$ cat src/rtl/cmd_frame_tx.sv
// Command-frame transmitter: header, payload (high word first), optional checksum, trailer,
// serialised MSB-first with a word-sync strobe. Checksum word enabled by CMD_FRAME_CSUM_EN.
module cmd_frame_tx #(
  parameter int                WORD_W  = 16,
  parameter int                N_WORDS = 2,
  parameter logic [WORD_W-1:0] HDR     = 16'h55FF,
  parameter logic [WORD_W-1:0] TRL     = 16'hFFAA,
  parameter int                GAP     = 2
) (
  input  logic                         clk,
  input  logic                         rst_n,
  input  logic [WORD_W*N_WORDS-1:0]    i_in_data,
  input  logic [$clog2(N_WORDS+1)-1:0] i_in_nw,
  input  logic                         i_in_vld,
  output logic                         o_in_rdy,
  output logic                         o_fs,
  output logic                         o_d,
  output logic                         o_busy
);

  localparam int NW_W = $clog2(N_WORDS+1);
  localparam int BW   = $clog2(WORD_W);
  localparam logic [NW_W-1:0] NW_MAX   = NW_W'(N_WORDS);
  localparam logic [BW-1:0]   BIT_LAST = BW'(WORD_W-1);
  localparam logic [7:0]      GAP_LAST = (GAP > 0) ? 8'(GAP-1) : 8'd0;

  typedef enum logic [2:0] {
    S_IDLE, S_HDR, S_PAY,
`ifdef CMD_FRAME_CSUM_EN
    S_CSUM,
`endif
    S_TRL, S_GAP
  } state_t;

  state_t                      r_state;
  logic [BW-1:0]               r_bit;
  logic [NW_W-1:0]             r_word;
  logic [NW_W-1:0]             r_nw;
  logic [WORD_W-1:0]           r_sh;
  logic [WORD_W*N_WORDS-1:0]   r_data;
  logic [7:0]                  r_gap;
`ifdef CMD_FRAME_CSUM_EN
  logic [WORD_W-1:0]           r_csum;
`endif

  logic [NW_W-1:0]   w_nw;
  logic              w_last;
  logic [NW_W-1:0]   w_pay_idx;
  logic [WORD_W-1:0] w_pay;
  state_t            w_nxt_state;
  logic [WORD_W-1:0] w_nxt_word;
  logic              w_nxt_fs;

  assign w_nw      = (i_in_nw == '0 || i_in_nw > NW_MAX) ? NW_MAX : i_in_nw;
  assign w_last    = (r_bit == BIT_LAST);
  // Index of the payload word loaded at the end of the current word.
  assign w_pay_idx = (r_state == S_HDR) ? r_nw - 1'b1 : r_word - 1'b1;
  assign w_pay     = r_data[int'(w_pay_idx)*WORD_W +: WORD_W];
  assign w_nxt_fs  = (w_nxt_state != S_IDLE) && (w_nxt_state != S_GAP);

  always_comb begin
    w_nxt_state = S_IDLE;
    w_nxt_word  = '0;
    case (r_state)
      S_HDR: begin
        w_nxt_state = S_PAY;
        w_nxt_word  = w_pay;
      end
      S_PAY: begin
        if (r_word != '0) begin
          w_nxt_state = S_PAY;
          w_nxt_word  = w_pay;
        end else begin
`ifdef CMD_FRAME_CSUM_EN
          w_nxt_state = S_CSUM;
          w_nxt_word  = r_csum;
`else
          w_nxt_state = S_TRL;
          w_nxt_word  = TRL;
`endif
        end
      end
`ifdef CMD_FRAME_CSUM_EN
      S_CSUM: begin
        w_nxt_state = S_TRL;
        w_nxt_word  = TRL;
      end
`endif
      S_TRL:   w_nxt_state = (GAP > 0) ? S_GAP : S_IDLE;
      default: w_nxt_state = S_IDLE;
    endcase
  end

  always_ff @(posedge clk or negedge rst_n) begin
    if (!rst_n) begin
      r_state <= S_IDLE;
      r_bit   <= '0;
      r_word  <= '0;
      r_nw    <= '0;
      r_sh    <= '0;
      r_data  <= '0;
      r_gap   <= '0;
      o_d     <= 1'b0;
      o_fs    <= 1'b0;
`ifdef CMD_FRAME_CSUM_EN
      r_csum  <= '0;
`endif
    end else begin
      case (r_state)
        S_IDLE: begin
          if (i_in_vld) begin
            r_state <= S_HDR;
            r_data  <= i_in_data;
            r_nw    <= w_nw;
            r_sh    <= HDR;
            r_bit   <= '0;
            o_d     <= HDR[WORD_W-1];
            o_fs    <= 1'b1;
`ifdef CMD_FRAME_CSUM_EN
            r_csum  <= '0;
`endif
          end
        end
        S_GAP: begin
          if (r_gap == GAP_LAST) r_state <= S_IDLE;
          else                   r_gap   <= r_gap + 1'b1;
        end
        default: begin
          if (!w_last) begin
            r_bit <= r_bit + 1'b1;
            r_sh  <= {r_sh[WORD_W-2:0], 1'b0};
            o_d   <= r_sh[WORD_W-2];
            o_fs  <= 1'b0;
          end else begin
            // Word boundary: next word's MSB goes out immediately, no idle bit.
            r_state <= w_nxt_state;
            r_bit   <= '0;
            r_word  <= w_pay_idx;
            r_sh    <= w_nxt_word;
            r_gap   <= '0;
            o_d     <= w_nxt_word[WORD_W-1];
            o_fs    <= w_nxt_fs;
`ifdef CMD_FRAME_CSUM_EN
            if (w_nxt_state == S_PAY) r_csum <= r_csum + w_pay;
`endif
          end
        end
      endcase
    end
  end

  assign o_in_rdy = (r_state == S_IDLE);
  assign o_busy   = ~o_in_rdy;

endmodule

$ cat config.mk
export PLATFORM = sky130hd
export DESIGN_NAME = cmd_frame_tx
export DESIGN_NICKNAME = d
export VERILOG_FILES = /design/src/rtl/cmd_frame_tx.sv
export SDC_FILE = /design/constraint.sdc
export NUM_CORES = 1
export LEC_CHECK = 0
export ABC_CLOCK_PERIOD_IN_PS = 2240
export CAP_MARGIN = 20
export CORE_UTILIZATION = 50
export DETAILED_ROUTE_END_ITERATION = 8
export PLACE_DENSITY = 0.83
export SYNTH_ARGS = -nofsm -noshare
export SYNTH_HDL_FRONTEND = slang
export SYNTH_SLANG_ARGS = --single-unit
$ cat constraint.sdc
create_clock -name clk -period 2.24 [get_ports clk]
set_input_delay 0.448 -clock clk [delete_from_list [all_inputs] [get_ports clk]]
set_output_delay 0.448 -clock clk [all_outputs]
set_load 0.02 [all_outputs]
==> results.ini, run 1 <==
[timing]
fin_crit_ps=2150
slew_headroom=0.529
fin_crit_sh=0.959
tightest_slew_ps=705
finalMaxSlewViolations=0
fmax_mhz=465
finalSetupViolCount=0
rsz0062_at_grt=no
fin_setup_tns_ps=0
hold_viol=0
skew_ps=7.27

[global_routing]
grt_pass1_vias=2500
grtUsageTotal=0.236
grt_pass1_wl_um=11700
grt_antenna_before_repair=0
grt_max_degree=69
grt.overflow.total=0

[worst_hold_path]
hp-class=in -> async

[synth]
yosysMostFrequentCell=dfrtp_1
synth_cell_types=49
avgSynthCellArea_um2=11.5
synthArstFlopShare=1.00
yosys-top-cells-area=dfrtp_1, mux2_2, a21oi_1
ys_warn_count=0
synthFlopType=dfrtp_1
yosysTopAreaCellShare=0.527
synth_common_cells=dfrtp_1, mux2_2, a21oi_1, nor2_1, nand2_1
syn_area_um2=3230
synth_top_area_cell=dfrtp_1
synth_edf_count=0
syn_nets=320
synth_seq_cells=68
netlist_instances=280
yosysSeqAreaShare=0.527

[drt]
post-route-drc-count=0
drt_iter0_markers=287
wirelength_um=6680
antenna_left=0
vias=2405
wire_per_inst_um=16.2
firstDrtPassIters=4
drt-vias-per-instance=5.85

[cts]
insertion_delay_ps=340
numClockSinks=68
cts_setup_buffers=0
clkSlewWorstSetupHoldPaths_ps=70
htreeDepth=3
cts_tree=built
root_buffer=clkbuf_8
cts_buffers=9
cts_buffer_depth=2
hold_buffers=0

[layout]
postLayoutCellArea_um2=3980
stdcell_count=411
syn2layout_area_growth_pct=23.1
final_util=0.656
final_layout_size_suffix_gt1_frac=0.211
nNetsFinal=371
num_antenna_cells=0

[power]
leakagePower_nw=1.72
p_per_area_nw_per_um2=1210
peakVddDrop_v=0.000681

[setup_path]
timing.rr.start=r_bit[0]
critical_path_arrival_ps=1700
path_max_fanout=4
crit_type=reg -> out
startpoint=r_state[1]
worstPathRequired_ps=1790
critPathCaptureType=output pin
startpoint_type=register

[die]
core_area_um2=6060
rows=28
initial_core_util=0.533
dieHeight_um=82.4
fp.dieW_um=82.4
die_area_um2=6780
num_io_pins=41

[run]
cap_viol_max_count=0

[place]
portBuffers=40
place_area_um2=3760
dpl.hpwl_um=4580
gp_congestion=0.787
placed_cells_incl_taps=395

[outcome]
status=complete, no violations

==> logic make-up after synthesis <==
logic type               share of synthesized area
AO/OA/AOI/OAI                                0.146
AND/OR/NAND/NOR                              0.125
buffers and inverters                       0.0302
XOR/XNOR                                    0.0190
multiplexers                                 0.141
adder cells (fa/ha/maj)                     0.0116
flip-flops                                   0.527
==> report_power, final <==
| part | internal (W) | total [W] | switching, W |
|---|---|---|---|
| clock | 0.000652 | 0.00110 | 0.000449 |
| sequential | 0.00173 | 0.00202 | 0.000290 |
| combinational | 0.000890 | 0.00169 | 0.000801 |
==> layout make-up <==
class,instances,area (µm²)
inverter,2,7.51
sequential,68,1700
multi-input combinational,194,1430
clock inverter,5,75.1
timing repair buffer,56,527
tap,75,93.8
clock buffer,11,141
fill,474,2080
==> routing by layer <==
layer	up-vias	track usage	routed length, µm
li1	1115	-	-
met1	1195	0.313	2940
met2	83	0.370	3230
met3	12	0.0396	387
met4	0	0.126	115
met5	-	0	0
==> worst paths after layout <==
check                           cells past startpoint  slack [ps]          to
max in group asynchronous                           2        1840     r_sh[3]
worst max register to register                      5         270     r_sh[0]
min in group clk                                    1         490  r_data[27]
worst min register to register                      1         490  r_data[27]
worst max-delay path                                2          90      o_busy
worst min-delay path                                2         110  r_data[11]
==> cells in the final DEF (no fill, tap or decap), types with 8 or more instances in the layout <==
cell             instances
dfrtp_1                 68
clkdlybuf4s50_1         38
mux2_2                  31
a21oi_1                 22
buf_4                   15
nor2_1                  14
nand2_1                 13
o21ai_0                 12
a22oi_1                 11
clkbuf_8                10
mux2i_1                  8
nor2b_1                  8
==> sequential cells by signal, indices dropped and copies added, names as in the netlist, 2 cells and up <==
signal	flops
r_data	32
r_sh	15
r_gap	8
r_bit	4
r_state	3
r_nw	2
r_word	2
==> stage by stage <==
| stage | setup WS (ps) | total power [W] | hold slack [ps] |
|---|---|---|---|
| final | 91.5 | 0.00481 | 111 |
| after global routing | 37.1 | 0.00513 | 157 |
| after CTS | 73.9 | 0.00485 | 129 |
| after detailed placement | 196 | 0.00374 | 483 |
| after global placement | 260 | 0.00365 | 468 |
| after floorplan | 485 | 0.00323 | 152 |
==> critical path: stages (launching register included) <==
cell and delay, ps:
dfrtp_1 370, or3_1 430, clkdlybuf4s50_1 560
==> timing repair <==
| item | 4_1_cts | 5_1_grt |
|---|---|---|
| setup endpoints to repair | 1 | 0 |
| gates resized for setup | 1 | 0 |
| endpoints found under the hold margin | 0 | 0 |
(Power assumes the default switching activity.)
==> run 2: changes to the inputs <==
ABC_AREA = 1   (was not set)
ABC_CLOCK_PERIOD_IN_PS = 1700   (was 2240)
PLACE_DENSITY = 0.86   (was 0.83)
clock period = 1.7 ns   (was 2.24 ns; I/O delays follow)
==> results.ini, run 2 <==
[setup_path]
startpoint_type=register
rrSetupSlack_ps=90
crit_chain=buf_6 > nor2_4 > nand2_4 > nand2_1 > nand2_4 > nand2_4 > inv_1 > nand2_1 > nand3_1 > nand2_1 > nand2_1
crit_type=reg -> reg
critPathMaxStageDelay_ps=420
critPathCaptureType=register
crit_family=simple AND/OR/NAND/NOR gates
reg2reg_depth=11
path_max_fanout=8
crit_slowest_cell=dfrtp_1
cp_num_buf_inv=2
r2r_end=r_sh[9]
critical_path_arrival_ps=1850
timing.rr.start=r_state[1]
worstPathRequired_ps=1940
critPathMostFrequentCell=nand2_1

[place]
dpl.hpwl_um=5090
portBuffers=40
gp_congestion=0.840
place_area_um2=3950

[cts]
cts_buffer_depth=2
cts_buffers=9
clkSlewWorstSetupHoldPaths_ps=80
htreeDepth=3
insertion_delay_ps=360
numClockSinks=68
root_buffer=clkbuf_8
cts_tree=built
hold_buffers=0

[timing]
finalSetupViolCount=0
rsz0062_at_grt=yes
skew_ps=8.23
fmax_mhz=621
hold_viol=15
slew_headroom=0.688
fin_crit_sh=0.947
tightest_slew_ps=467
fin_crit_ps=1610
whs_ps=-27.4
finalMaxSlewViolations=0

[synth]
synthArstFlopShare=1.00
synth_common_cells=nand2_1, dfrtp_1, nand3_1, inv_1, o21ai_0
synth_edf_count=0
synth_seq_cells=68
yosys-top-cells-area=dfrtp_1, nand2_1, nand3_1
synthFlopType=dfrtp_1
synth_top_area_cell=dfrtp_1
synth_cell_types=32
ys_warn_count=0
yosysSeqAreaShare=0.501
avgSynthCellArea_um2=8.15
syn_nets=457
yosysTopAreaCellShare=0.501
syn_area_um2=3400
yosysMostFrequentCell=nand2_1
netlist_instances=417

[die]
num_io_pins=41
core_area_um2=6460
dieHeight_um=84.5
rows=29
initial_core_util=0.526
fp.dieW_um=84.5
die_area_um2=7130

[layout]
largest_reg_flops=32
syn2layout_area_growth_pct=24.5
final_layout_size_suffix_gt1_frac=0.164
nNetsFinal=512
postLayoutCellArea_um2=4230
fillers=496
final_cell_mix=nand2_1, dfrtp_1, nand3_1, clkdlybuf4s50_1, inv_1
final_util=0.655
top_register=r_data
final_common_cell=nand2_1
num_antenna_cells=0
largestRegisters=r_data: 32 flops, r_sh: 15 flops, r_gap: 8 flops

[global_routing]
grt_pass1_wl_um=12400
grt.overflow.total=0
grtUsageTotal=0.225
grt_antenna_before_repair=0
grt_max_degree=69
grt_pass1_vias=2771

[power]
p_per_area_nw_per_um2=1480
power_w=0.00626
peakVddDrop_v=0.000729
leakagePower_nw=2.06

[drt]
wirelength_um=7510
wire_per_inst_um=13.6
firstDrtPassIters=7
drt-vias-per-instance=5.33
drt_iter0_markers=245
vias=2954
post-route-drc-count=6
antenna_left=0

[outcome]
status=complete, but fails checks
violations=design-rule violations, negative hold slack

[worst_hold_path]
hp-class=in -> async

[run]
cap_viol_max_count=0

==> run 2: layout make-up <==
class,instances,area (µm²),share of cell area
multi-input cells,300,1510,0.357
clock inverters,4,47.5,0.0112
flip-flops and latches,68,1700,0.402
inverters,34,129,0.0304
well taps,77,96.3,0.0228
repair buffers,59,592,0.140
clock buffers,12,155,0.0367
==> run 2: cell families after synthesis <==
group | Yosys count | synth area share
AOI/OAI and AO/OA | 59 | 0.106
xor gates and xnor gates | 2 | 0.00515
adders and majority gates | 3 | 0.0110
buffers and inverters | 50 | 0.0662
DFF | 68 | 0.501
muxes | 1 | 0.00294
and+or+nand+nor | 234 | 0.308
==> run 2: timing repair <==
action	in CTS	in global routing
pin swaps	0	4
gates cloned	0	2
resized for setup	4	15
setup endpoints to repair	3	13
setup buffers	0	3
==> run 2: routing by layer <==
layer | part of all wire | vias to the layer above | GRT usage | wire (µm)
met4 | 0.022 | 0 | 0.0924 | 166
met1 | 0.43 | 1400 | 0.288 | 3210
li1 | - | 1452 | - | -
met3 | 0.051 | 14 | 0.0452 | 382
met2 | 0.50 | 88 | 0.376 | 3750
met5 | 0 | - | 0 | 0
==> run 2: where the power goes <==
part	switching (W)	internal [W]
combinational	0.00139	0.000928
sequential	0.000343	0.00222
clock	0.000620	0.000753
==> run 2: worst max-delay path by stage <==
stage	startpoint	end	slack [ps]	depth (start not counted)
2_1_floorplan	r_state[0]	r_data[10]	210	9
3_3_place_gp	i_in_vld	r_data[4]	60	6
3_5_place_dp	i_in_vld	r_data[28]	20	6
4_1_cts	r_state[2]	o_in_rdy	6	4
5_1_grt	r_state[1]	r_sh[6]	-40	8
6_report	r_state[1]	r_sh[9]	90	11
==> run 2: metrics by stage <==
stage	std cells	TNS [ps]	worst slack, ps	hold WS (ps)
final	554	0	90.9	-27.4
after global routing	554	-59.1	-37.0	25.9
after CTS	549	0	6.50	4.82
after detailed placement	533	0	16.3	385
after global placement	533	0	61.0	388
after floorplan	417	0	214	44.4
==> run 3: changes to the inputs <==
==> constraint.sdc (replaced) <==
create_clock -name clk -period 1.7 [get_ports clk]
set_input_delay 0.34 -clock clk [delete_from_list [all_inputs] [get_ports clk]]
set_output_delay 0.34 -clock clk [all_outputs]
set_load 0.01 [all_outputs]
==> results.ini, run 3 (synthesis gave the netlist of run 2 again) <==
[timing]
rsz0062_at_grt=yes
finalSetupViolCount=0
fmax_mhz=592
fin_crit_ps=1690
tightest_slew_ps=458
fin_crit_sh=0.994
hold_viol=0
slew_headroom=0.694
fin_ws_ps=10.3
skew_ps=11.7
whs_ps=3.91
finalMaxSlewViolations=0

[die]
dieHeight_um=84.5
rows=29
die_area_um2=7130
fp.dieW_um=84.5
core_area_um2=6460
initial_core_util=0.526
num_io_pins=41

[global_routing]
grt_pass1_wl_um=12700
grt_max_degree=69
grt_antenna_before_repair=0
grt.overflow.total=0
grtUsageTotal=0.225
grt_pass1_vias=2873

[drt]
drt_iter0_markers=344
antenna_left=0
post-route-drc-count=6
firstDrtPassIters=7
drt-vias-per-instance=5.53
vias=3058
wirelength_um=8050
wire_per_inst_um=14.6

[setup_path]
reg2reg_depth=10
critPathCaptureType=register
critical_path_arrival_ps=1910
path_max_fanout=5
crit_type=reg -> reg
worstPathRequired_ps=1920
startpoint_type=register

[layout]
final_cell_mix=nand2_1, dfrtp_1, nand3_1, clkdlybuf4s50_1, inv_1
ff_latch_area_um2=1700
multi_input_area_um2=1520
top_register=r_data
final_util=0.656
syn2layout_area_growth_pct=24.6
final_common_cell=nand2_1
num_antenna_cells=0
fillers=508
final_layout_size_suffix_gt1_frac=0.158
largest_reg_flops=32
nNetsFinal=512
largestRegisters=r_data: 32 flops, r_sh: 15 flops, r_gap: 8 flops

[power]
p_per_area_nw_per_um2=1430
power_w=0.00606
peakVddDrop_v=0.000932
leakagePower_nw=2.05

[cts]
cts_tree=built
numClockSinks=68
cts_buffers=9
root_buffer=clkbuf_8
cts_buffer_depth=2
clkSlewWorstSetupHoldPaths_ps=70
hold_buffers=0
htreeDepth=3
insertion_delay_ps=340

[place]
post-place-ws_ps=22.2
gp_congestion=0.840
portBuffers=40
dpl.hpwl_um=5090

[run]
cap_viol_max_count=0

[outcome]
violations=design-rule violations
status=complete, but fails checks

[worst_hold_path]
hp-class=in -> async

-- run 3: cell type report --
type,count,share of cell area
clock buffers,11,0.0334
clock inverters,4,0.00620
inverters,34,0.0304
multi-input cells,299,0.359
flip-flops and latches,68,0.402
well taps,77,0.0227
repair buffers,60,0.146
-- run 3: what timing repair did --
item | in CTS | in global routing
pin swaps | 0 | 11
gates cloned | 0 | 2
resized for setup | 5 | 19
buffers inserted | 1 | 4
endpoints found under the setup margin | 2 | 16
-- run 3: path summary, 6_finish.rpt --
check                            from          to  slack, ps
hold reg to reg            r_data[26]  r_data[26]        480
min in group clk           r_data[26]  r_data[26]        480
setup / recovery           r_state[2]    r_sh[10]         10
max in group asynchronous       rst_n  r_state[1]       1390
setup reg to reg           r_state[2]    r_sh[10]         10
hold / removal                  rst_n    r_bit[1]          4
-- run 3: routing by layer --
layer / track usage / vias to the layer above / part of all wire
met4: 0.0847 / 0 / 0.022
li1: - / 1451 / -
met2: 0.386 / 139 / 0.52
met5: 0 / - / 0
met1: 0.274 / 1445 / 0.40
met3: 0.0580 / 23 / 0.060
-- run 3: stage by stage --
| stage | cells | area, µm² | TNS, ps |
|---|---|---|---|
| 6_report | 553 | 4240 | 0 |
| 5_1_grt | 553 | 4240 | -299 |
| 4_1_cts | 547 | 4110 | 0 |
| 3_5_place_dp | 531 | 3930 | 0 |
| 3_3_place_gp | 531 | 3930 | 0 |
| 2_1_floorplan | 417 | 3400 | 0 |
-- run 3: worst max-delay path, cell delays in order, from the launching register on --
cell and delay, ps:
dfrtp_2 410, buf_6 130, nor2_4 180, nand2_4 120
nand2_4 110, nand2_8 80, clkbuf_16 160, nand3_1 90
nand3_1 110, nand2_1 110, a21oi_2 60
-- run 3: power breakdown --
group | switching [W] | internal [W]
combinational | 0.00138 | 0.000940
clock | 0.000610 | 0.000559
sequential | 0.000354 | 0.00222
